===== src/rtl/mem_pkg.sv =====
`default_nettype none
// ============================================================================
// Module      : mem_pkg
// Description : Shared types and helpers for the memory stage. Holds the
//               access FSM state encoding, the wait-counter width and the
//               byte-address to SRAM-word-address translation.
// Revision    : 1.0 - initial release
// ============================================================================
package mem_pkg;

    // Wide enough for WAIT_CYCLES-1 with WAIT_CYCLES up to 15.
    localparam int COUNT_W = 4;

    typedef enum logic [1:0] {
        IDLE   = 2'd0,
        ACCESS = 2'd1,
        DONE   = 2'd2
    } state_t;

    // Byte address -> word offset from the window base. The caller truncates
    // the result to its SRAM address width, so out-of-window addresses wrap.
    // The low two byte-lane bits fall out of the shift.
    function automatic logic [31:0] addr_to_word(input logic [31:0] i_byte_addr,
                                                 input logic [31:0] i_base);
        logic [31:0] w_offset;
        w_offset = i_byte_addr - i_base;
        return w_offset >> 2;
    endfunction

endpackage
`default_nettype wire


===== src/rtl/mem_stage_sram_ctrl.sv =====
`default_nettype none
// ============================================================================
// Module      : sram_ctrl
// Description : Access sequencer for a single-port synchronous SRAM. Latches
//               one request from IDLE, holds the SRAM pins for WAIT_CYCLES
//               cycles in ACCESS, then spends one cycle in DONE signalling
//               completion before returning to IDLE.
// Ports       : clk, rst          - clock, async active-high reset
//               i_req, i_we       - request strobe and write-select
//               i_word_addr       - translated SRAM word address
//               i_wdata           - store data
//               i_sram_dq_in      - SRAM read data
//               o_sram_addr       - latched SRAM word address
//               o_sram_dq_out     - latched SRAM write data
//               o_sram_dq_oe      - data-bus drive enable (writes only)
//               o_sram_we_n       - active-low write strobe
//               o_rdata           - last completed load result
//               o_ready           - high in the DONE cycle
// Revision    : 1.0 - initial release
// ============================================================================
module sram_ctrl
    import mem_pkg::*;
#(
    parameter int ADDR_W      = 16,
    parameter int WAIT_CYCLES = 4
) (
    input  logic              clk,
    input  logic              rst,
    input  logic              i_req,
    input  logic              i_we,
    input  logic [ADDR_W-1:0] i_word_addr,
    input  logic [31:0]       i_wdata,
    input  logic [31:0]       i_sram_dq_in,
    output logic [ADDR_W-1:0] o_sram_addr,
    output logic [31:0]       o_sram_dq_out,
    output logic              o_sram_dq_oe,
    output logic              o_sram_we_n,
    output logic [31:0]       o_rdata,
    output logic              o_ready
);

    if (WAIT_CYCLES < 1 || WAIT_CYCLES > 15) begin : g_bad_wait_cycles
        $error("sram_ctrl: WAIT_CYCLES must lie in 1..15");
    end

    localparam logic [COUNT_W-1:0] c_count_init = COUNT_W'(WAIT_CYCLES - 1);

    state_t               r_state;
    state_t               w_state_nxt;
    logic [COUNT_W-1:0]   r_count;
    logic [COUNT_W-1:0]   w_count_nxt;
    logic                 r_we;
    logic [ADDR_W-1:0]    r_addr;
    logic [31:0]          r_wdata;
    logic [31:0]          r_rdata;
    logic                 w_accept;
    logic                 w_last_access;

    assign w_accept      = (r_state == IDLE) && i_req;
    assign w_last_access = (r_state == ACCESS) && (r_count == '0);

    // State and wait counter
    always_ff @(posedge clk or posedge rst) begin
        if (rst) begin
            r_state <= IDLE;
            r_count <= '0;
        end else begin
            r_state <= w_state_nxt;
            r_count <= w_count_nxt;
        end
    end

    always_comb begin
        w_state_nxt = r_state;
        w_count_nxt = r_count;
        case (r_state)
            IDLE: begin
                if (i_req) begin
                    w_state_nxt = ACCESS;
                    w_count_nxt = c_count_init;
                end
            end
            ACCESS: begin
                if (r_count == '0) begin
                    w_state_nxt = DONE;
                end else begin
                    w_count_nxt = r_count - 1'b1;
                end
            end
            DONE: begin
                // Always drop back to IDLE so the upstream instruction that
                // just advanced is never issued a second time.
                w_state_nxt = IDLE;
            end
            default: begin
                w_state_nxt = IDLE;
            end
        endcase
    end

    // Transaction latches: op, address and data are frozen for the whole
    // access regardless of what the inputs do afterwards.
    always_ff @(posedge clk or posedge rst) begin
        if (rst) begin
            r_we    <= 1'b0;
            r_addr  <= '0;
            r_wdata <= '0;
            r_rdata <= '0;
        end else begin
            if (w_accept) begin
                r_we    <= i_we;
                r_addr  <= i_word_addr;
                r_wdata <= i_wdata;
            end
            if (w_last_access && !r_we) begin
                r_rdata <= i_sram_dq_in;
            end
        end
    end

    // Pin drivers decode straight from registered state, so an async reset
    // releases the write strobe without waiting for a clock edge.
    assign o_sram_dq_oe  = (r_state == ACCESS) && r_we;
    assign o_sram_we_n   = !((r_state == ACCESS) && r_we);
    assign o_sram_addr   = r_addr;
    assign o_sram_dq_out = r_wdata;
    assign o_rdata       = r_rdata;
    assign o_ready       = (r_state == DONE);

endmodule
`default_nettype wire


===== src/rtl/mem_stage.sv =====
`default_nettype none
// ============================================================================
// Module      : mem_stage
// Description : MEM stage of the 5-stage ARM pipeline. Translates the ALU
//               result into an SRAM word address, merges load/store requests
//               (store wins), runs the SRAM access through sram_ctrl and
//               freezes the upstream pipeline until the access completes.
// Ports       : clk, rst              - clock, async active-high reset
//               mem_r_en, mem_w_en    - load / store request from EXE reg
//               alu_result            - byte address
//               st_val                - store data
//               sram_addr             - SRAM word address
//               sram_dq_out           - SRAM write data
//               sram_dq_oe            - SRAM data-bus drive enable
//               sram_dq_in            - SRAM read data
//               sram_we_n             - SRAM write strobe, active-low
//               mem_rdata             - load result to MEM/WB register
//               ready                 - access complete this cycle
//               freeze                - upstream stall
// Revision    : 1.0 - initial release
// ============================================================================
module mem_stage
    import mem_pkg::*;
#(
    parameter int unsigned BASE_ADDR   = 1024,
    parameter int          ADDR_W      = 16,
    parameter int          WAIT_CYCLES = 4
) (
    input  logic              clk,
    input  logic              rst,
    input  logic              mem_r_en,
    input  logic              mem_w_en,
    input  logic [31:0]       alu_result,
    input  logic [31:0]       st_val,
    output logic [ADDR_W-1:0] sram_addr,
    output logic [31:0]       sram_dq_out,
    output logic              sram_dq_oe,
    input  logic [31:0]       sram_dq_in,
    output logic              sram_we_n,
    output logic [31:0]       mem_rdata,
    output logic              ready,
    output logic              freeze
);

    localparam logic [31:0] c_base = 32'(BASE_ADDR);

    logic              w_req;
    logic [ADDR_W-1:0] w_word_addr;

    // A simultaneous read is simply dropped: mem_w_en alone selects the op.
    assign w_req       = mem_r_en | mem_w_en;
    assign w_word_addr = ADDR_W'(addr_to_word(alu_result, c_base));

    // Stall until the DONE cycle, which lets the upstream registers advance.
    assign freeze = w_req & ~ready;

    sram_ctrl #(
        .ADDR_W      (ADDR_W),
        .WAIT_CYCLES (WAIT_CYCLES)
    ) u_ctrl (
        .clk           (clk),
        .rst           (rst),
        .i_req         (w_req),
        .i_we          (mem_w_en),
        .i_word_addr   (w_word_addr),
        .i_wdata       (st_val),
        .i_sram_dq_in  (sram_dq_in),
        .o_sram_addr   (sram_addr),
        .o_sram_dq_out (sram_dq_out),
        .o_sram_dq_oe  (sram_dq_oe),
        .o_sram_we_n   (sram_we_n),
        .o_rdata       (mem_rdata),
        .o_ready       (ready)
    );

endmodule
`default_nettype wire


===== config.mk =====
export PLATFORM = sky130hd
export DESIGN_NAME = mem_stage
export DESIGN_NICKNAME = d
export VERILOG_FILES = /design/src/rtl/mem_pkg.sv /design/src/rtl/mem_stage_sram_ctrl.sv /design/src/rtl/mem_stage.sv
export SDC_FILE = /design/constraint.sdc
export NUM_CORES = 1
export LEC_CHECK = 0
export ABC_AREA = 1
export BUFFER_PORTS_ARGS = -buffer_cell sky130_fd_sc_hd__buf_4
export CAP_MARGIN = 20
export CORE_MARGIN = 4
export CORE_UTILIZATION = 47
export CTS_BUF_LIST = sky130_fd_sc_hd__clkbuf_8
export DETAILED_ROUTE_END_ITERATION = 10
export PLACE_DENSITY = 0.87
export SKIP_CTS_REPAIR_TIMING = 1
export SLEW_MARGIN = 10
export SYNTH_ARGS = -nofsm -noshare
export SYNTH_HDL_FRONTEND = slang
export SYNTH_SLANG_ARGS = --single-unit

===== constraint.sdc =====
create_clock -name clk -period 3.7 [get_ports clk]
set_clock_uncertainty 0.2 [all_clocks]
set_input_delay 0.185 -clock clk [delete_from_list [all_inputs] [get_ports clk]]
set_output_delay 0.185 -clock clk [all_outputs]
set_load 0.03 [all_outputs]

# --- Word level (Yosys, flattened, before mapping) ---
# Index checks and enable logic that the tools add are counted.
# Widths: inputs -> output; s select.
totals:
  regBits: 87
  elab_cells: 33
  in_bits: 100
classes:
  n_eq_ne: 5
  n_mux: 6
  bitwise_logic: 3
  reduce_logical: 11
  addsub: 2
ops:
  columns: ["operator", "n"]
  rows:
  - ["$sub 18x11->18 const B", 1]
  - ["$mux 4", 2]
  - ["$pmux 4 s2", 1]
  - ["$logic_and 1x1->1", 4]
  - ["$logic_not 4->1", 1]
  - ["$mux 2", 2]
  - ["$ne 2x1->1 const B", 2]
  - ["$pmux 2 s2", 1]
  - ["$sub 4x1->4 const B", 1]
  - ["$reduce_and 3->1", 1]
  - ["$eq 2x1->1 const B", 1]
  - ["$eq 2x2->1 const B", 1]
  - ["$logic_not 1->1", 2]
  - ["$logic_not 2->1", 1]
  - ["$ne 2x2->1 const B", 1]
  - ["$reduce_and 2->1", 1]
  - ["$reduce_bool 2->1", 1]
  - ["$and 1x1->1", 1]
  - ["$not 1->1", 1]
  - ["$or 1x1->1", 1]

# --- Depth between registers and ports, before layout ---
logic_depth:
  ltp_word: 3
  mapped_depth: 8

# --- Cells and area by module ---
# From an unflattened synthesis, not the netlist that was laid out.
hier_totals:
  cells_unflattened: 423
  hier_area_um2: 3712.3
modules_own_cells:
  columns: ["mod", "seq_area_each_um2", "area_each_um2", "instances", "cells_each"]
  rows:
  - ["sram_ctrl", 2177.1, 3527.1, 1, 385]
  - ["mem_stage", 0.0, 185.2, 1, 38]

# --- Least setup slack after synthesis ---
# Ideal clock, no wire load.
synth_path:
  kind: "register to output"
  from: "register u_ctrl.r_state[1]"
  to: "output sram_we_n"
  setup_slack_ps: 1986
  path_stages_with_launch: 5
  arrival_time_ps: 1329
  required_ps: 3315
  cell_sequence: "dfrtp_1 nor2_4 inv_2 nor2_1 inv_1"
synth_via:
  elab_chain_cells: 3
synth_rtl:
  columns: ["item", "line", "rtl"]
  rows:
  - ["start, declared", "mem_stage_sram_ctrl.sv:48", "state_t r_state;"]
  - ["start signal, assigned", "mem_stage_sram_ctrl.sv:68", "r_state <= w_state_nxt;"]
  - ["$eq 2x1->1", null, null]
  - ["$logic_and 1x1->1", null, null]
  - ["net sram_dq_oe", "mem_stage.sv:37", "output logic sram_dq_oe,"]
  - ["$logic_not 1->1", "mem_stage_sram_ctrl.sv:124", "assign o_sram_we_n = !((r_state == ACCESS) && r_we);"]
  - ["end, declared", "mem_stage.sv:39", "output logic sram_we_n,"]
# The timed path passes the listed nets, and every way through them passes these cells.

# --- Worst setup path in the final report ---
layout_path:
  from: "register u_ctrl.r_count[1]"
  to: "register u_ctrl.r_rdata[12] (netlist: u_ctrl.o_rdata[12])"
layout_via:
  elab_chain_cells: 3
layout_rtl:
  columns: ["item", "line", "rtl"]
  rows:
  - ["start, declared", "mem_stage_sram_ctrl.sv:50", "logic [COUNT_W-1:0] r_count;"]
  - ["start signal, assigned", "mem_stage_sram_ctrl.sv:69", "r_count <= w_count_nxt;"]
  - ["$logic_not 4->1", "mem_stage_sram_ctrl.sv:60", "assign w_last_access = (r_state == ACCESS) && (r_count == '0);"]
  - ["$logic_and 1x1->1", "mem_stage_sram_ctrl.sv:60", null]
  - ["$logic_and 1x1->1", "mem_stage_sram_ctrl.sv:115", "if (w_last_access && !r_we) begin"]
  - ["end signal, assigned", "mem_stage_sram_ctrl.sv:116", "r_rdata <= i_sram_dq_in;"]
  - ["end, declared", "mem_stage_sram_ctrl.sv:55", "logic [31:0] r_rdata;"]
# Every way passes these cells.
# A chain may end at the register's enable or synchronous reset.

==> results.yml <==
run_status:
  status: "finished, violations left"
  violations: "hold timing"
sta:
  rsz0062_at_grt: "no"
  fin_ws_ns: 1.56
  hold_viol: 1
  tightest_slew_ns: 0.818
  fin_tns_setup_ns: 0
  timing.hold.ws_ns: -0.00351
  fmax_mhz: 466
  drv_slew: 0
  period_share: 0.579
  finalSetupViolCount: 0
  fin_crit_ns: 2.14
  maxSlewHeadroom: 0.454
placed_design:
  hpwl_mm: 6.78
  gp_congestion: 0.846
  portBuffers: 167
  placed_area_mm2: 0.00489
  dp_slack_ns: 1.60
layout:
  fin_nets: 762
  regArea_mm2: 0.00218
  stdcell_area_mm2: 0.00597
  layout-drive-gt1-share: 0.293
  multiInputGateArea_mm2: 0.00123
  fill_cells: 398
  syn_to_final_growth_pct: 65.3
yosys:
  synthesis.nets: 520
  synth_top_cell_by_area: "dfrtp_1"
  synthCells: 418
  synthTopCellsByArea: "dfrtp_1 (60%), nand2_1 (22%), nand3_1 (5.5%)"
  avgSynthCellArea_um2: 8.64
  yosysUniqueCellTypes: 22
  syn-cell-area_mm2: 0.00361
  synth.ff_latch_count: 87
  ys_warn_count: 0
  seq_area_frac_synth: 0.603
  synth_top_area_frac: 0.603
pwr:
  power_mw: 5.42
  peakVddDrop_mv: 0.503
  p_leak_nw: 3.25
  powerDensity_mw_per_mm2: 907
cts:
  cts_buffers: 9
  cts_tree: "built"
  htree_levels: 3
  clock_path_buffers: 2
  clock-sinks: 87
  clk_pin_slew_ns: 0.08
  insertion_delay_ns: 0.34
  cts_root_buf: "clkbuf_8"
detailed_routing:
  antenna_left: 0
  drtPass1Iterations: 5
  routed_wl_mm: 12.1
  drtIter0Drc: 150
  viasPerCell: 5.01
  routed-via-count: 3833
  routedWlPerCell_um: 15.8
  drc: 0
global_routing:
  grt-ovfl-total: 0
  grt_max_degree: 64
  antenna_found_initial: 0
  grt_pass1_wl_mm: 14.4
  grtUsageTotal: 0.198
  first_global_vias: 3203
floorplanning:
  initial_core_util: 0.490
  rows: 31
  dieHeight_um: 95.7
  ios: 184
  die_area_mm2: 0.00915
  die_x_um: 95.7
  floorplan.core_area_mm2: 0.00737
worst_hold_path:
  min_from: "alu_result[12]"
  hold_end: "u_ctrl.o_sram_addr[12]$_DFFE_PP0P_"
  worstHoldPathType: "primary input to flop"
  min_path_cells: 4
worst_setup_path:
  critical_path_peak_fanout: 34
  reg2reg_from: "u_ctrl.r_count[1]$_DFFE_PP0P_"
  crit_buf_inv: 1
  cpMostUsedCell: "nand2_1"
  setup.worst_path.class: "flop to flop"
  crit_chain: "inv_1 > ha_1 > nand2_2 > nor2_8 > nand2_4 > nand2_1 > nand2_1"
  crit_path_max_incr_delay_ns: 0.41
  required_ns: 3.72
  cp_slowest_cell: "nor2_8"
  worstPathArrival_ns: 2.17
  critPathLaunchType: "flop"
  crit_path_end_kind: "flop"
  r2r_end: "u_ctrl.o_rdata[12]$_DFFE_PP0P_"
  reg2reg_depth: 7
  cp_top_family: "simple AND/OR/NAND/NOR gates"
  rrSetupSlack_ns: 1.56
job:
  cap_violations: 0
## how the worst max path moves through the flow
stage                                  startpoint                              to  depth (start not counted)
floorplan                                     rst   u_ctrl.o_rdata[0]$_DFFE_PP0P_                          1
global placement    u_ctrl.r_count[0]$_DFFE_PP0P_  u_ctrl.o_rdata[30]$_DFFE_PP0P_                          7
detailed placement  u_ctrl.r_count[0]$_DFFE_PP0P_  u_ctrl.o_rdata[23]$_DFFE_PP0P_                          7
CTS                       u_ctrl.r_we$_DFFE_PP0P_                       sram_we_n                          5
global route        u_ctrl.r_count[1]$_DFFE_PP0P_  u_ctrl.o_rdata[12]$_DFFE_PP0P_                          7
finish              u_ctrl.r_count[1]$_DFFE_PP0P_  u_ctrl.o_rdata[12]$_DFFE_PP0P_                          7
## metal layers
| metal | share of wire | global-route usage | vias to the layer above | wire (µm) |
|---|---|---|---|---|
| met1 | 0.37 | 0.228 | 1795 | 4490 |
| li1 | - | - | 1777 | - |
| met3 | 0.11 | 0.0655 | 34 | 1330 |
| met4 | 0.025 | 0.0569 | 0 | 297 |
| met5 | 0 | 0 | - | 0 |
| met2 | 0.49 | 0.351 | 227 | 5990 |
## cells in the mapped netlist
cell type	count
nand2_1	212
dfrtp_1	87
nand3_1	40
nor2_1	17
inv_1	16
buf_2	8
o21ai_0	6
buf_4	4
buf_6	4
clkbuf_1	3
inv_2	3
nand4_1	3
a21oi_1	2
a31oi_1	2
ha_1	2
nor2_4	2
o21ai_1	2
clkinv_1	1
nand2_2	1
nand2_4	1
nor2_8	1
o21bai_1	1
## report_power, final
| group | switching (mW) | internal [mW] | total [mW] |
|---|---|---|---|
| sequential | 0.291 | 1.42 | 1.71 |
| combinational | 1.88 | 0.960 | 2.84 |
| clock | 0.329 | 0.534 | 0.863 |
## cell type report
class	count	area share
Clock inverter	6	0.0222
Clock buffer	10	0.0231
Multi-Input combinational cell	292	0.207
Timing Repair Buffer	250	0.350
Tap cell	99	0.0207
Inverter	20	0.0128
Sequential cell	87	0.365
Antenna cell	1	0.000419
## worst reg2reg max path, stage by stage, from the launching register on
cell and delay [ns]:
dfrtp_1 0.38, inv_1 0.10, ha_1 0.22, nand2_2 0.13, nor2_8 0.41, nand2_4 0.32, nand2_1 0.16, nand2_1 0.09
## state kept, by name, indices dropped and copies added (netlist names)
| name | count |
|---|---|
| u_ctrl.r_state | 2 |
| u_ctrl.r_we | 1 |
| u_ctrl.o_sram_addr | 16 |
| u_ctrl.o_sram_dq_out | 32 |
| u_ctrl.o_rdata | 32 |
| u_ctrl.r_count | 4 |
## cell families after synthesis
family                   Yosys count  synth area share
AO/OA/AOI/OAI                     13            0.0194
flip-flops                        87             0.603
AND/OR/NAND/NOR                  277             0.315
adder cells (fa/ha/maj)            2           0.00693
buffers and inverters             39            0.0558
## through the flow
stage | util | cells
after CTS | 0.700 | 684
after global placement | 0.663 | 668
after detailed placement | 0.663 | 668
final | 0.810 | 765
after global routing | 0.810 | 764
after floorplan | - | 418
## cells in the final DEF, fill, tap and decap left out
| master | n |
|---|---|
| nand3_1 | 40 |
| dlygate4sd3_1 | 79 |
| dfrtp_1 | 87 |
| clkbuf_8 | 10 |
| clkinv_2 | 1 |
| nor2_4 | 2 |
| o21bai_1 | 1 |
| ha_1 | 2 |
| nand2_1 | 212 |
| nand2_2 | 1 |
| a31oi_1 | 2 |
| clkinv_4 | 1 |
| inv_2 | 3 |
| nor2_1 | 17 |
| nand2_4 | 1 |
| o21ai_0 | 6 |
| buf_12 | 1 |
| bufinv_16 | 4 |
| a21oi_1 | 2 |
| nor2_8 | 1 |
| clkinv_1 | 1 |
| buf_4 | 170 |
| nand4_1 | 3 |
| o21ai_1 | 2 |
| diode_2 | 1 |
| inv_1 | 16 |
No activity file was read; power rests on OpenSTA's default activity.
